==> src/rtl/read_reg_pkg.sv <==
// Shared definitions for the 16x4 register file read/write sides.
package read_reg_pkg;

  localparam int RR_AW = 4;
  localparam int RR_DW = 4;

  typedef enum logic [1:0] {
    S_IDLE  = 2'd0,
    S_READ  = 2'd1,
    S_DRAIN = 2'd2
  } rr_state_e;

endpackage

==> src/rtl/read_reg_burst_if.sv <==
// Output beat stream of the register-file burst reader (valid/ready).
interface read_reg_burst_if
  import read_reg_pkg::*;
#(
  parameter int AW = RR_AW,
  parameter int DW = RR_DW
);

  logic          out_valid;
  logic          out_ready;
  logic [AW-1:0] out_addr;
  logic [DW-1:0] out_data;

  modport master (output out_valid, output out_addr, output out_data, input out_ready);
  modport slave  (input out_valid, input out_addr, input out_data, output out_ready);

endinterface

==> src/rtl/reg_skid_fifo.sv <==
// Two-entry first-word-fall-through FIFO; head is visible whenever count != 0.
module reg_skid_fifo #(
  parameter int W = 8
) (
  input  logic         clk,
  input  logic         rst,
  input  logic         i_push,
  input  logic [W-1:0] i_push_data,
  input  logic         i_pop,
  output logic [1:0]   o_count,
  output logic [W-1:0] o_head
);

  logic [W-1:0] r_mem [2];
  logic         r_wr_ptr;
  logic         r_rd_ptr;
  logic [1:0]   r_count;
  logic         w_push_ok;
  logic         w_pop_ok;

  // A push into a full FIFO is accepted only when the head leaves in the same cycle.
  always_comb begin
    w_pop_ok  = i_pop && (r_count != 2'd0);
    w_push_ok = i_push && ((r_count != 2'd2) || w_pop_ok);
  end

  // Storage, pointers and occupancy.
  always_ff @(posedge clk) begin
    if (rst) begin
      r_mem[0] <= {W{1'b0}};
      r_mem[1] <= {W{1'b0}};
      r_wr_ptr <= 1'b0;
      r_rd_ptr <= 1'b0;
      r_count  <= 2'd0;
    end else begin
      if (w_push_ok) begin
        r_mem[r_wr_ptr] <= i_push_data;
        r_wr_ptr        <= ~r_wr_ptr;
      end
      if (w_pop_ok) begin
        r_rd_ptr <= ~r_rd_ptr;
      end
      case ({w_push_ok, w_pop_ok})
        2'b10:   r_count <= r_count + 2'd1;
        2'b01:   r_count <= r_count - 2'd1;
        default: r_count <= r_count;
      endcase
    end
  end

  assign o_count = r_count;
  assign o_head  = r_mem[r_rd_ptr];

endmodule

==> src/rtl/read_reg_burst.sv <==
// Burst reader for the register file: reads len consecutive registers (wrapping)
// and streams {addr, data} beats through a 2-entry skid FIFO.
module read_reg_burst
  import read_reg_pkg::*;
#(
  parameter int AW = RR_AW,
  parameter int DW = RR_DW,
  parameter int LW = AW + 1
) (
  input  logic                   clk,
  input  logic                   rst,
  input  logic                   i_start,
  input  logic [AW-1:0]          i_base_addr,
  input  logic [LW-1:0]          i_len,
  output logic [AW-1:0]          o_ra,
  input  logic [DW-1:0]          i_busr,
  read_reg_burst_if.master       o_out,
  output logic                   o_busy,
  output logic                   o_done
);

  rr_state_e      r_state;
  rr_state_e      w_state_nxt;
  logic [AW-1:0]  r_addr;
  logic [LW-1:0]  r_rem;
  logic           r_done;
  logic           w_done_nxt;
  logic           w_push;
  logic           w_pop;
  logic           w_launch;
  logic [1:0]     w_count;
  logic [AW+DW-1:0] w_head;

  assign w_pop = o_out.out_valid && o_out.out_ready;

  // State register.
  always_ff @(posedge clk) begin
    if (rst) begin
      r_state <= S_IDLE;
    end else begin
      r_state <= w_state_nxt;
    end
  end

  // Next state, FIFO push and completion pulse.
  always_comb begin
    w_state_nxt = r_state;
    w_push      = 1'b0;
    w_done_nxt  = 1'b0;
    w_launch    = 1'b0;
    case (r_state)
      S_IDLE: begin
        if (i_start && (i_len != {LW{1'b0}})) begin
          w_launch    = 1'b1;
          w_state_nxt = S_READ;
        end else if (i_start) begin
          w_done_nxt  = 1'b1;
        end else begin
          w_state_nxt = S_IDLE;
        end
      end
      S_READ: begin
        if (w_count != 2'd2) begin
          w_push = 1'b1;
          if (r_rem == LW'(1)) begin
            w_state_nxt = S_DRAIN;
          end else begin
            w_state_nxt = S_READ;
          end
        end else begin
          w_state_nxt = S_READ;
        end
      end
      S_DRAIN: begin
        // The final handshake empties the FIFO; done follows it by one cycle.
        if (w_count == 2'd0) begin
          w_state_nxt = S_IDLE;
        end else if ((w_count == 2'd1) && w_pop) begin
          w_state_nxt = S_IDLE;
          w_done_nxt  = 1'b1;
        end else begin
          w_state_nxt = S_DRAIN;
        end
      end
      default: begin
        w_state_nxt = S_IDLE;
      end
    endcase
  end

  // Address and remaining-count counters plus the registered done pulse.
  always_ff @(posedge clk) begin
    if (rst) begin
      r_addr <= {AW{1'b0}};
      r_rem  <= {LW{1'b0}};
      r_done <= 1'b0;
    end else begin
      r_done <= w_done_nxt;
      if (w_launch) begin
        r_addr <= i_base_addr;
        r_rem  <= i_len;
      end else if (w_push) begin
        r_addr <= r_addr + AW'(1);
        r_rem  <= r_rem - LW'(1);
      end else begin
        r_addr <= r_addr;
        r_rem  <= r_rem;
      end
    end
  end

  reg_skid_fifo #(
    .W (AW + DW)
  ) u_fifo (
    .clk         (clk),
    .rst         (rst),
    .i_push      (w_push),
    .i_push_data ({r_addr, i_busr}),
    .i_pop       (w_pop),
    .o_count     (w_count),
    .o_head      (w_head)
  );

  assign o_ra           = r_addr;
  assign o_busy         = (r_state != S_IDLE);
  assign o_done         = r_done;
  assign o_out.out_valid = (w_count != 2'd0);
  assign o_out.out_addr  = w_head[AW+DW-1:DW];
  assign o_out.out_data  = w_head[DW-1:0];

endmodule

==> src/flat_wrapper.sv <==
// flat-port wrapper written by rule: the top's interface ports become plain ports
module read_reg_burst_flat import read_reg_pkg::*;
#(
  parameter int AW = RR_AW,
  parameter int DW = RR_DW,
  parameter int LW = AW + 1
)
  (clk, rst, i_start, i_base_addr, i_len, o_ra, i_busr, o_busy, o_done, o_out_out_valid, o_out_out_addr, o_out_out_data, o_out_out_ready);
  read_reg_burst_if #(.AW(AW), .DW(DW)) o_out_i ();
  input  logic clk;
  input  logic rst;
  input  logic i_start;
  input  logic [AW-1:0] i_base_addr;
  input  logic [LW-1:0] i_len;
  output logic [AW-1:0] o_ra;
  input  logic [DW-1:0] i_busr;
  output logic o_busy;
  output logic o_done;
  output wire logic [$bits(o_out_i.out_valid)-1:0] o_out_out_valid;
  output wire logic [$bits(o_out_i.out_addr)-1:0] o_out_out_addr;
  output wire logic [$bits(o_out_i.out_data)-1:0] o_out_out_data;
  input wire logic [$bits(o_out_i.out_ready)-1:0] o_out_out_ready;
  assign o_out_out_valid = o_out_i.out_valid;
  assign o_out_out_addr = o_out_i.out_addr;
  assign o_out_out_data = o_out_i.out_data;
  assign o_out_i.out_ready = o_out_out_ready;
  read_reg_burst #(.AW(AW), .DW(DW), .LW(LW)) u_core (.clk(clk), .rst(rst), .i_start(i_start), .i_base_addr(i_base_addr), .i_len(i_len), .o_ra(o_ra), .i_busr(i_busr), .o_out(o_out_i), .o_busy(o_busy), .o_done(o_done));
endmodule
==> config.mk <==
export PLATFORM = sky130hd
export DESIGN_NAME = read_reg_burst_flat
export DESIGN_NICKNAME = d
export VERILOG_FILES = /design/src/rtl/read_reg_pkg.sv /design/src/rtl/read_reg_burst_if.sv /design/src/rtl/reg_skid_fifo.sv /design/src/rtl/read_reg_burst.sv /design/src/flat_wrapper.sv
export SDC_FILE = /design/constraint.sdc
export NUM_CORES = 1
export LEC_CHECK = 0
export CAP_MARGIN = 20
export CELL_PAD_IN_SITES_DETAIL_PLACEMENT = 1
export CELL_PAD_IN_SITES_GLOBAL_PLACEMENT = 2
export CORE_MARGIN = 5
export CORE_UTILIZATION = 29
export CTS_BUF_LIST = sky130_fd_sc_hd__clkbuf_8 sky130_fd_sc_hd__clkbuf_16
export DETAILED_ROUTE_END_ITERATION = 7
export PLACE_DENSITY = 0.8
export SYNTH_ARGS = -nofsm -noshare
export SYNTH_HDL_FRONTEND = slang
export SYNTH_SLANG_ARGS = --single-unit
export TNS_END_PERCENT = 20
==> constraint.sdc <==
create_clock -name clk -period 2.4 [get_ports clk]
set_clock_uncertainty 0.15 [all_clocks]
set_input_delay 0.48 -clock clk [delete_from_list [all_inputs] [get_ports clk]]
set_output_delay 0.48 -clock clk [all_outputs]
set_load 0.05 [all_outputs]
==> Word-level counts from Yosys, hierarchy flattened <==
Memories as Yosys holds them, arrays and structs flattened. A register that Yosys moved wholly into a read port is not among the register bits.
Index checks and enable logic that the tools add are counted.
{ "classes": {"n_addsub": 4, "bitwise": 2, "n_reduce_logical": 14, "eq_ne": 8, "n_mux": 31} }
{ "op_table": {"columns": ["operator", "count"], "rows": [
  ["$mux 1", 17],
  ["$mux 2", 6],
  ["$mux 5", 2],
  ["$mux 4", 2],
  ["$mux 8", 1],
  ["$reduce_bool 2->1", 4],
  ["$reduce_or 8->1", 1],
  ["$eq 2x1->1 const B", 3],
  ["$pmux 2 s3", 1],
  ["$eq 5x1->1 const B", 1],
  ["$logic_and 1x1->1", 5],
  ["$reduce_bool 5->1", 1],
  ["$sub 5x1->5 const B", 1],
  ["$add 4x1->4 const B", 1],
  ["$eq 2x2->1 const B", 2],
  ["$logic_not 2->1", 2],
  ["$pmux 2 s2", 1],
  ["$ne 3x2->1 const B", 1],
  ["$add 2x1->2 const B", 1],
  ["$ne 2x2->1 const B", 1],
  ["$not 1->1", 2],
  ["$pmux 1 s2", 1],
  ["$sub 2x1->2 const B", 1],
  ["$logic_or 1x1->1", 1]
]} }
{ "totals": {"regBits": 16, "input_bits": 17, "out_inout_bits": 15, "ramBits": 16, "n_memories": 1, "elab_cells": 67} }
{ "mem_list": {"columns": ["memory", "depth", "width", "read_ports", "rd_clocked_by_memory_dff", "write_ports", "line_no", "rtl"], "rows": [
  ["u_core.u_fifo.r_mem", 2, 8, 1, 1, 2, "reg_skid_fifo.sv:14", "logic [W-1:0] r_mem [2];"]
]} }

==> Depth between registers and ports, before layout <==
Gate-level depths: netlist of run 1.
{ "depth": {"word_depth": 10, "mapped_depth": 9, "mapped_depth_nobuf": 8} }

==> Hierarchy <==
Synthesis of run 1 repeated with hierarchy kept, for this count alone.
{ "unflattened": {"hier_cells": 157, "area_unflattened_um2": 1639.1} }
{ "by_module_without_submodules": {"columns": ["module", "cells_per_inst", "n_inst", "area_each_um2"], "rows": [
  ["reg_skid_fifo", 75, 1, 932.1],
  ["read_reg_burst", 82, 1, 706.9]
]} }

==> Least setup slack after synthesis of run 1 <==
No wires, ideal clock.
{ "synth_path": {"path_type": "register to register", "startpoint": "register u_core.u_fifo.r_count[0], in the netlist u_core.u_fifo.o_count[0]", "endpoint": "memory u_core.u_fifo.r_mem[0][0], enable pin", "path_slack_ns": 0.134, "t_arrival_ns": 1.742, "stages_incl_launch_ff": 7, "period_less_slack_ns": 2.266, "path_buffers": 1, "cell_sequence": "dfxtp_1 > inv_1 > ha_1 > nor3b_4 > inv_4 > clkbuf_1 > o21bai_1"} }
{ "synth_lines": {"columns": ["item", "line_no", "rtl"], "rows": [
  ["start, declared", "reg_skid_fifo.sv:17", "logic [1:0] r_count;"],
  ["start signal, assigned", "reg_skid_fifo.sv:44", "2'b10: r_count <= r_count + 2'd1;"],
  ["start signal, assigned", "reg_skid_fifo.sv:45", "2'b01: r_count <= r_count - 2'd1;"],
  ["start signal, assigned", "reg_skid_fifo.sv:46", "default: r_count <= r_count;"],
  ["end, declared", "reg_skid_fifo.sv:14", null]
]} }

==> results.md, run 1 <==
* Status: complete, no violations
* Final Net Count at between 200 and 250
* DR DRC count at 0
* Total gr overflow at 0
* First-pass GRT wire length at a little under 7000 um
* Clock Power Share at between 20% and 30%
* Fin crit period at around 2.2 ns
* Total routed wirelength at around 3800 um
* Worst path max stage delay at roughly 0.64 ns
* CP Cell Sequence: inv_1 > ha_1 > nor3b_4 > inv_4 > o21bai_1
* Die area at between 7000 and 8000 sq um
* Largest net degree at the start of global routing at 18
* Pint at 0.00117 W
* Seq/Total Area, Yosys at between 50% and 60%
* Max Fanout on Critical Path at 8
* Period utilisation layout at between 90% and 100%
* RR Startpoint: u_core.u_fifo.o_count[0]$_SDFFE_PP0P_
* Sw Pwr at between 0.0007 and 0.0008 W
* Synth top area share at between 20% and 30%
* Register area at about 820 sq um
* Port buffer count at 31
* H-tree levels at 2
* Startpoint Class: register
* # Post-CTS Setup Buffers at 0
* Register share of total power at between 30% and 40%
* Max cap viols at 0
* RSZ-0062 raised after global routing: no
* Post-DP HPWL at between 2000 and 3000 um
* Skew-Pair Late Insertion Delay at between 0.2 and 0.3 ns
* Power share of the combinational group at between 30 and 40%
* Max-slew violations at 0
* P_leak at 0.827 nW
* Chip width at roughly 85 um
* CTS tree: yes
* # clock sinks at 33
* Area grow syn2layout at 30.6%
* Worst-margin pin slew at 0.806 ns
* Clock root cell: clkbuf_8
* Count of final setup violators at 0
* RR Endpoint: u_core.u_fifo.r_mem[0][6]$_SDFFCE_PN0P_
* Worst slew margin at between 40% and 50%
* Global-route usage over all layers at 11.9%
* Starting density of the core at around 30%
* Vias at 1246
* Data required, critical path at around 2.2 ns
* Sw Ratio at 38.7%
* Cell count after synthesis at roughly 150
* R2R setup slack at slightly below 0.2 ns
* Final hold vios at 0
* GPL Wtd Cong at a little over 0.8
* FF-to-FF path depth at 5
* Number of global-route vias before repair at roughly 1400
* Synth Cell Area at 1620 sq um
* Detail Route Antenna Nets at 0
* Number of DRC markers in iteration 0 at 33
* Crit path capture: u_core.u_fifo.r_mem[0][6]$_SDFFCE_PN0P_
* Main area contributors after synthesis: edfxtp_1 (30%), dfxtp_1 (21%), and2_1 (6.2%), mux2_2 (5.6%), ha_1 (5.4%)
* Fmax at around 450 MHz
* Critical path data arrival time at 1.97 ns
* Worst Hold Class: reg -> reg
* Core footprint at 5470 sq um
* Cell at the slowest stage of the critical path: o21bai_1
* Synthesis Warnings at 0
* CTS resizes at 0
* Antenna violations before repair at 0
* Multi-input gate area at 742 sq um
* Peak VDD IR at roughly 0.42 mV
* Unique cell type count in the Yosys netlist at 33
* Final Power at 0.00191 W
* Ports at 32
* Placed cells at around 260
* # diodes at 0
* Mean Syn Cell Area at around 11 sq um
* #FFs+latches synth at 33
* Clock slew at reported path FFs at ~0.070 ns
* Via density at 4.74
* Number of cell rows at 27
* Power per cell area at between 900 and 1000 nW/um^2
* Fin cells at about 260
* Routed WL per cell at 14.6 um
* Post-CTS Hold Buffers at 0
* # fillers at ~630
* Die Ht at ~85 um
* Critical path class: reg -> reg
* 1st-pass router iterations at 4
* Critical path capture point type: register
* Critical path origin: u_core.u_fifo.o_count[0]$_SDFFE_PP0P_
* CTS buffer count at 5
* Net count after synthesis at between 150 and 200
* Fin Hold WS at approximately 0.34 ns
* Layout cells sized above 1 at about 21%
* CTS Buffer Depth at 2
* Post-synth top area cell: edfxtp_1
flip-flops by register name, summed over array words and instances, names as in the netlist, named ones only:
name and flops:
u_core.u_fifo.r_mem 16, u_core.u_fifo.r_rd_ptr 1, u_core.o_done 1, u_core.u_fifo.r_wr_ptr 1, u_core.r_rem 5, u_core.u_fifo.o_count 2
u_core.o_ra 4, u_core.r_state 2
power by group through the flow:
stage | combinational [W] | sequential, W | clock (W)
floorplan | 0.000530 | 0.000763 | 0
finish | 0.000759 | 0.000756 | 0.000399
CTS | 0.000771 | 0.000758 | 0.000412
detailed placement | 0.000768 | 0.000770 | 0
global placement | 0.000742 | 0.000761 | 0
global route | 0.000829 | 0.000767 | 0.000451
critical path: cells and delay by family (launching register included):
family / cells / cell delay (ns)
and+or+nand+nor: 1 / 0.25
adders and majority gates: 1 / 0.25
buffers and inverters: 2 / 0.17
AOI/OAI and AO/OA: 1 / 0.64
DFF: 1 / 0.38
worst min path at each step:
| stage | start | endpoint | slack [ns] | cells after the start |
|---|---|---|---|---|
| 3_3_place_gp | u_core.r_rem[1]$_SDFFE_PP0P_ | u_core.r_rem[1]$_SDFFE_PP0P_ | 0.33 | 2 |
| 6_report | u_core.r_rem[4]$_SDFFE_PP0P_ | u_core.r_rem[4]$_SDFFE_PP0P_ | 0.34 | 2 |
| 2_1_floorplan | u_core.r_rem[1]$_SDFFE_PP0P_ | u_core.r_rem[1]$_SDFFE_PP0P_ | 0.31 | 2 |
| 4_1_cts | u_core.r_rem[4]$_SDFFE_PP0P_ | u_core.r_rem[4]$_SDFFE_PP0P_ | 0.35 | 2 |
| 5_1_grt | u_core.r_rem[4]$_SDFFE_PP0P_ | u_core.r_rem[4]$_SDFFE_PP0P_ | 0.40 | 2 |
| 3_5_place_dp | u_core.r_rem[4]$_SDFFE_PP0P_ | u_core.r_rem[4]$_SDFFE_PP0P_ | 0.34 | 2 |
kinds of logic (layout without fill, tap and decap cells):
group,Yosys count,after routing,share of synthesized area [%]
xor+xnor,7,7,3.79
buf+inv,13,55,3.40
simple gates,52,52,19.6
mux,8,8,5.57
flops,33,33,50.7
fa+ha+maj,7,7,5.41
compound gates,29,29,11.4
cells in the mapped netlist (all sizes together):
| master | number |
|---|---|
| and3 | 1 |
| and2 | 16 |
| nor2b | 1 |
| dfxtp | 17 |
| nor3b | 6 |
| o21bai | 1 |
| inv | 8 |
| nand2 | 3 |
| or4 | 1 |
| a2111oi | 2 |
| nor2 | 11 |
| o21ai | 3 |
| a31oi | 5 |
| nand3 | 6 |
| xnor2 | 3 |
| xor2 | 4 |
| a22oi | 3 |
| edfxtp | 16 |
| nor3 | 5 |
| o21a | 2 |
| clkbuf | 2 |
| mux2 | 8 |
| a21oi | 11 |
| buf | 3 |
| or2 | 2 |
| ha | 7 |
| a211oi | 2 |
routing by layer:
layer | vias up | share of wire [%] | track usage (%) | wire length [um]
li1 | 613 | - | - | -
met3 | 7 | 4.6 | 3.73 | 177
met2 | 29 | 51 | 19.9 | 1940
met1 | 597 | 43 | 14.0 | 1650
met5 | - | 0 | 0 | 0
met4 | 0 | 1.7 | 4.75 | 65
placed cells by master (no fill, tap or decap), drive strengths merged, types with 4 or more instances in the layout:
cell type      count
clkbuf             5
buf               18
nor2              11
dfxtp             17
nor3               5
nand3              6
mux2               8
and2              16
ha                 7
nor3b              6
a21oi             11
inv                9
a31oi              5
clkdlybuf4s50     21
edfxtp            16
xor2               4
area by class of cell:
cell class                      count  area share [%]
Timing Repair Buffer               39            16.3
Tap cell                           72            4.26
Clock buffer                        5            3.26
Sequential cell                    33            38.8
Clock inverter                      3           0.651
Multi-Input combinational cell    103            35.1
Inverter                            8            1.54
metrics by stage:
step / TNS (ns) / area, sq um / setup slack [ns] / utilization, %
after CTS: 0 / 2110 / 0.153 / 38.6
after detailed placement: -0.0540 / 2030 / -0.0540 / 37.1
after floorplan: 0 / 1620 / 0.134 / -
final: 0 / 2110 / 0.197 / 38.6
after global placement: 0 / 2030 / 0.00788 / 37.1
after global routing: 0 / 2110 / 0.0825 / 38.6
No activity file was read; power rests on OpenSTA's default activity.
==> run 2: changes to the inputs <==
Clock period 2.4 ns to 1.8 ns, I/O delays scaled along.
==> run 2 against run 1 <==
  * The flow now finishes with violations (negative setup slack)
  * Critical path depth up 4
  * Critical endpoint is now u_core.u_fifo.o_count[1]$_SDFFE_PP0P_
  * Critical path type unchanged
  * Power grew 56%
  * Wire length is 9.0% higher
  * Final cell count increased by 4.2%
  * Register-to-register slack got worse by 0.22 ns
==> results.md, run 2 (synthesis results as in run 1) <==
* Biggest register: u_core.u_fifo.r_mem
* Critical path origin: u_core.u_fifo.o_count[0]$_SDFFE_PP0P_
* Period utilisation layout at 101% (+9.4 points)
* Data required, critical path at 1.85 ns (-0.31 ns)
* Total gr overflow at 0 (unchanged)
* Count of final setup violators at 1 (+1)
* Final Net Count at 225 (+5.1%)
* Peak VDD IR at 0.588 mV (+39%)
* Number of DRC markers in iteration 0 at 39 (+18%)
* # diodes at 0 (unchanged)
* Die Ht at 84.7 um (unchanged)
* Most frequent cells in the layout: buf_4 (26), and2_1 (16), edfxtp_1 (16)
* # clock sinks at 33 (unchanged)
* Number of cell rows at 27 (unchanged)
* P_leak at 0.962 nW (+16%)
* Vias at 1301 (+4.4%)
* Max-slew violations at 0 (unchanged)
* Most common cell after layout, fill and taps aside: buf_4
* FF-to-FF path depth at 9 (+4)
* Crit path capture: u_core.u_fifo.o_count[1]$_SDFFE_PP0P_
* Fin crit period at 1.82 ns (-0.382 ns)
* CTS Buffer Depth at 2 (unchanged)
* Clock root cell: clkbuf_8
* RR Endpoint: u_core.u_fifo.o_count[1]$_SDFFE_PP0P_
* H-tree levels at 2 (unchanged)
* Layout cells sized above 1 at 36.1% (+15 points)
* Worst Hold Class: in -> reg
* Port buffer count at 31 (unchanged)
* RSZ-0062 raised after global routing: yes
* Power per cell area at 1240 nW/um^2 (+36%)
* Global-route usage over all layers at 12.2% (+0.34 points)
* Violated checks: negative setup slack
* Startpoint Class: register
* Routed WL per cell at 15.3 um (+4.6%)
* Ports at 32 (unchanged)
* Critical path class: reg -> reg
* Skew-Pair Late Insertion Delay at 0.28 ns (about the same)
* CTS tree: yes
* Fmax at 549 MHz (+21%)
* Status: finished, violations left
* CTS buffer count at 5 (unchanged)
* Max cap viols at 0 (unchanged)
* Post-DP HPWL at 3120 um (+6.1%)
* Largest net degree at the start of global routing at 18 (unchanged)
* Fin cells at 274 (+4.2%)
* Placed cells at 264 (+3.5%)
* Core footprint at 5470 sq um (unchanged)
* Worst-margin pin slew at 0.456 ns (-0.350 ns)
* Antenna violations before repair at 0 (unchanged)
* Number of global-route vias before repair at 1472 (+3.8%)
* Via density at 4.75 (+0.22%)
* 1st-pass router iterations at 4 (unchanged)
* Die area at 7170 sq um (unchanged)
* R2R setup slack at -0.02 ns (-0.22 ns)
* First-pass GRT wire length at 6990 um (+2.8%)
* Setup ws final at -0.0210 ns (-0.218 ns)
* Final hold vios at 0 (unchanged)
* Number of flip-flops in the largest register at 16 (unchanged)
* Area grow syn2layout at 49.3%
* Critical path data arrival time at 1.87 ns (-0.10 ns)
* Max Fanout on Critical Path at 6 (-2)
* Chip width at 84.7 um (unchanged)
* Post-CTS Hold Buffers at 0 (unchanged)
* Critical path capture point type: register
* Fin Hold WS at 0.309 ns (-0.0347 ns)
* GPL Wtd Cong at 0.837 (+2.2%)
* Worst slew margin at 69.4% (+23 points)
* Clock slew at reported path FFs at 0.07 ns (about the same)
* CP Cell Sequence: inv_2 > ha_4 > nor3b_4 > inv_4 > buf_8 > ha_4 > xor2_1 > nor2_1 > a211oi_2
* Starting density of the core at 29.6% (unchanged)
* Detail Route Antenna Nets at 0 (unchanged)
* Most used cell, CP: ha_4
* Worst path max stage delay at 0.33 ns (-0.31 ns)
* Cell at the slowest stage of the critical path: dfxtp_2
* Total routed wirelength at 4190 um (+9.0%)
* RR Startpoint: u_core.u_fifo.o_count[0]$_SDFFE_PP0P_
* DR DRC count at 0 (unchanged)
-- run 2: area by class of cell --
cell class | instances | area, sq um
Fill cell | 605 | 3060
Multi-Input combinational cell | 103 | 861
Sequential cell | 33 | 826
Timing Repair Buffer | 50 | 500
Tap cell | 72 | 90.1
Clock buffer | 5 | 68.8
Clock inverter | 3 | 37.5
Inverter | 8 | 32.5
-- run 2: worst min path at each step --
stage	slack, ns	depth (start not counted)	to	start
floorplan	0.31	2	u_core.r_rem[1]$_SDFFE_PP0P_	u_core.r_rem[1]$_SDFFE_PP0P_
CTS	0.33	3	u_core.r_rem[2]$_SDFFE_PP0P_	i_len[2]
global placement	0.33	2	u_core.r_rem[1]$_SDFFE_PP0P_	u_core.r_rem[1]$_SDFFE_PP0P_
detailed placement	0.33	2	u_core.r_rem[1]$_SDFFE_PP0P_	u_core.r_rem[1]$_SDFFE_PP0P_
global route	0.33	3	u_core.r_rem[2]$_SDFFE_PP0P_	i_len[2]
finish	0.31	3	u_core.r_rem[0]$_SDFFE_PP0P_	i_len[0]
-- run 2: where the power goes --
group          switching [W]  internal, W
combinational       0.000703     0.000587
clock               0.000267     0.000403
sequential          0.000112     0.000912
total                0.00108      0.00190
-- run 2: worst max-delay path, delay by kind of cell, from the launching register on --
kind / cells / cell delay (ns)
XOR/XNOR: 1 / 0.17
AO/OA/AOI/OAI: 1 / 0.16
buffers and inverters: 3 / 0.29
adder cells (fa/ha/maj): 2 / 0.31
flip-flops: 1 / 0.33
AND/OR/NAND/NOR: 2 / 0.33
-- run 2: through the flow --
step	util (%)	power, W	worst slack [ns]	TNS [ns]	instance area, sq um
after CTS	43.0	0.00297	-0.0654	-0.0654	2360
after floorplan	-	0.00178	-0.123	-1.50	1670
after global placement	40.3	0.00220	-0.453	-5.66	2210
after global routing	44.1	0.00316	-0.0944	-1.37	2420
after detailed placement	40.3	0.00226	-0.531	-7.65	2210
final	44.1	0.00298	-0.0210	-0.0210	2420
-- run 2: timing repair --
action,in CTS,in global routing
setup buffers,0,3
endpoints found under the setup margin,30,39
gates resized for setup,18,7
pin swaps,4,9
cloned,0,0
-- run 2: routing by layer --
metal  vias up  share of wire (%)  GRT usage, %  wire length (um)
met3        11                4.4          3.73               184
met2        32                 52          21.9              2170
met4         0                2.2          4.32                93
met5         -                  0             0                 0
li1        633                  -             -                 -
met1       625                 41          13.6              1740
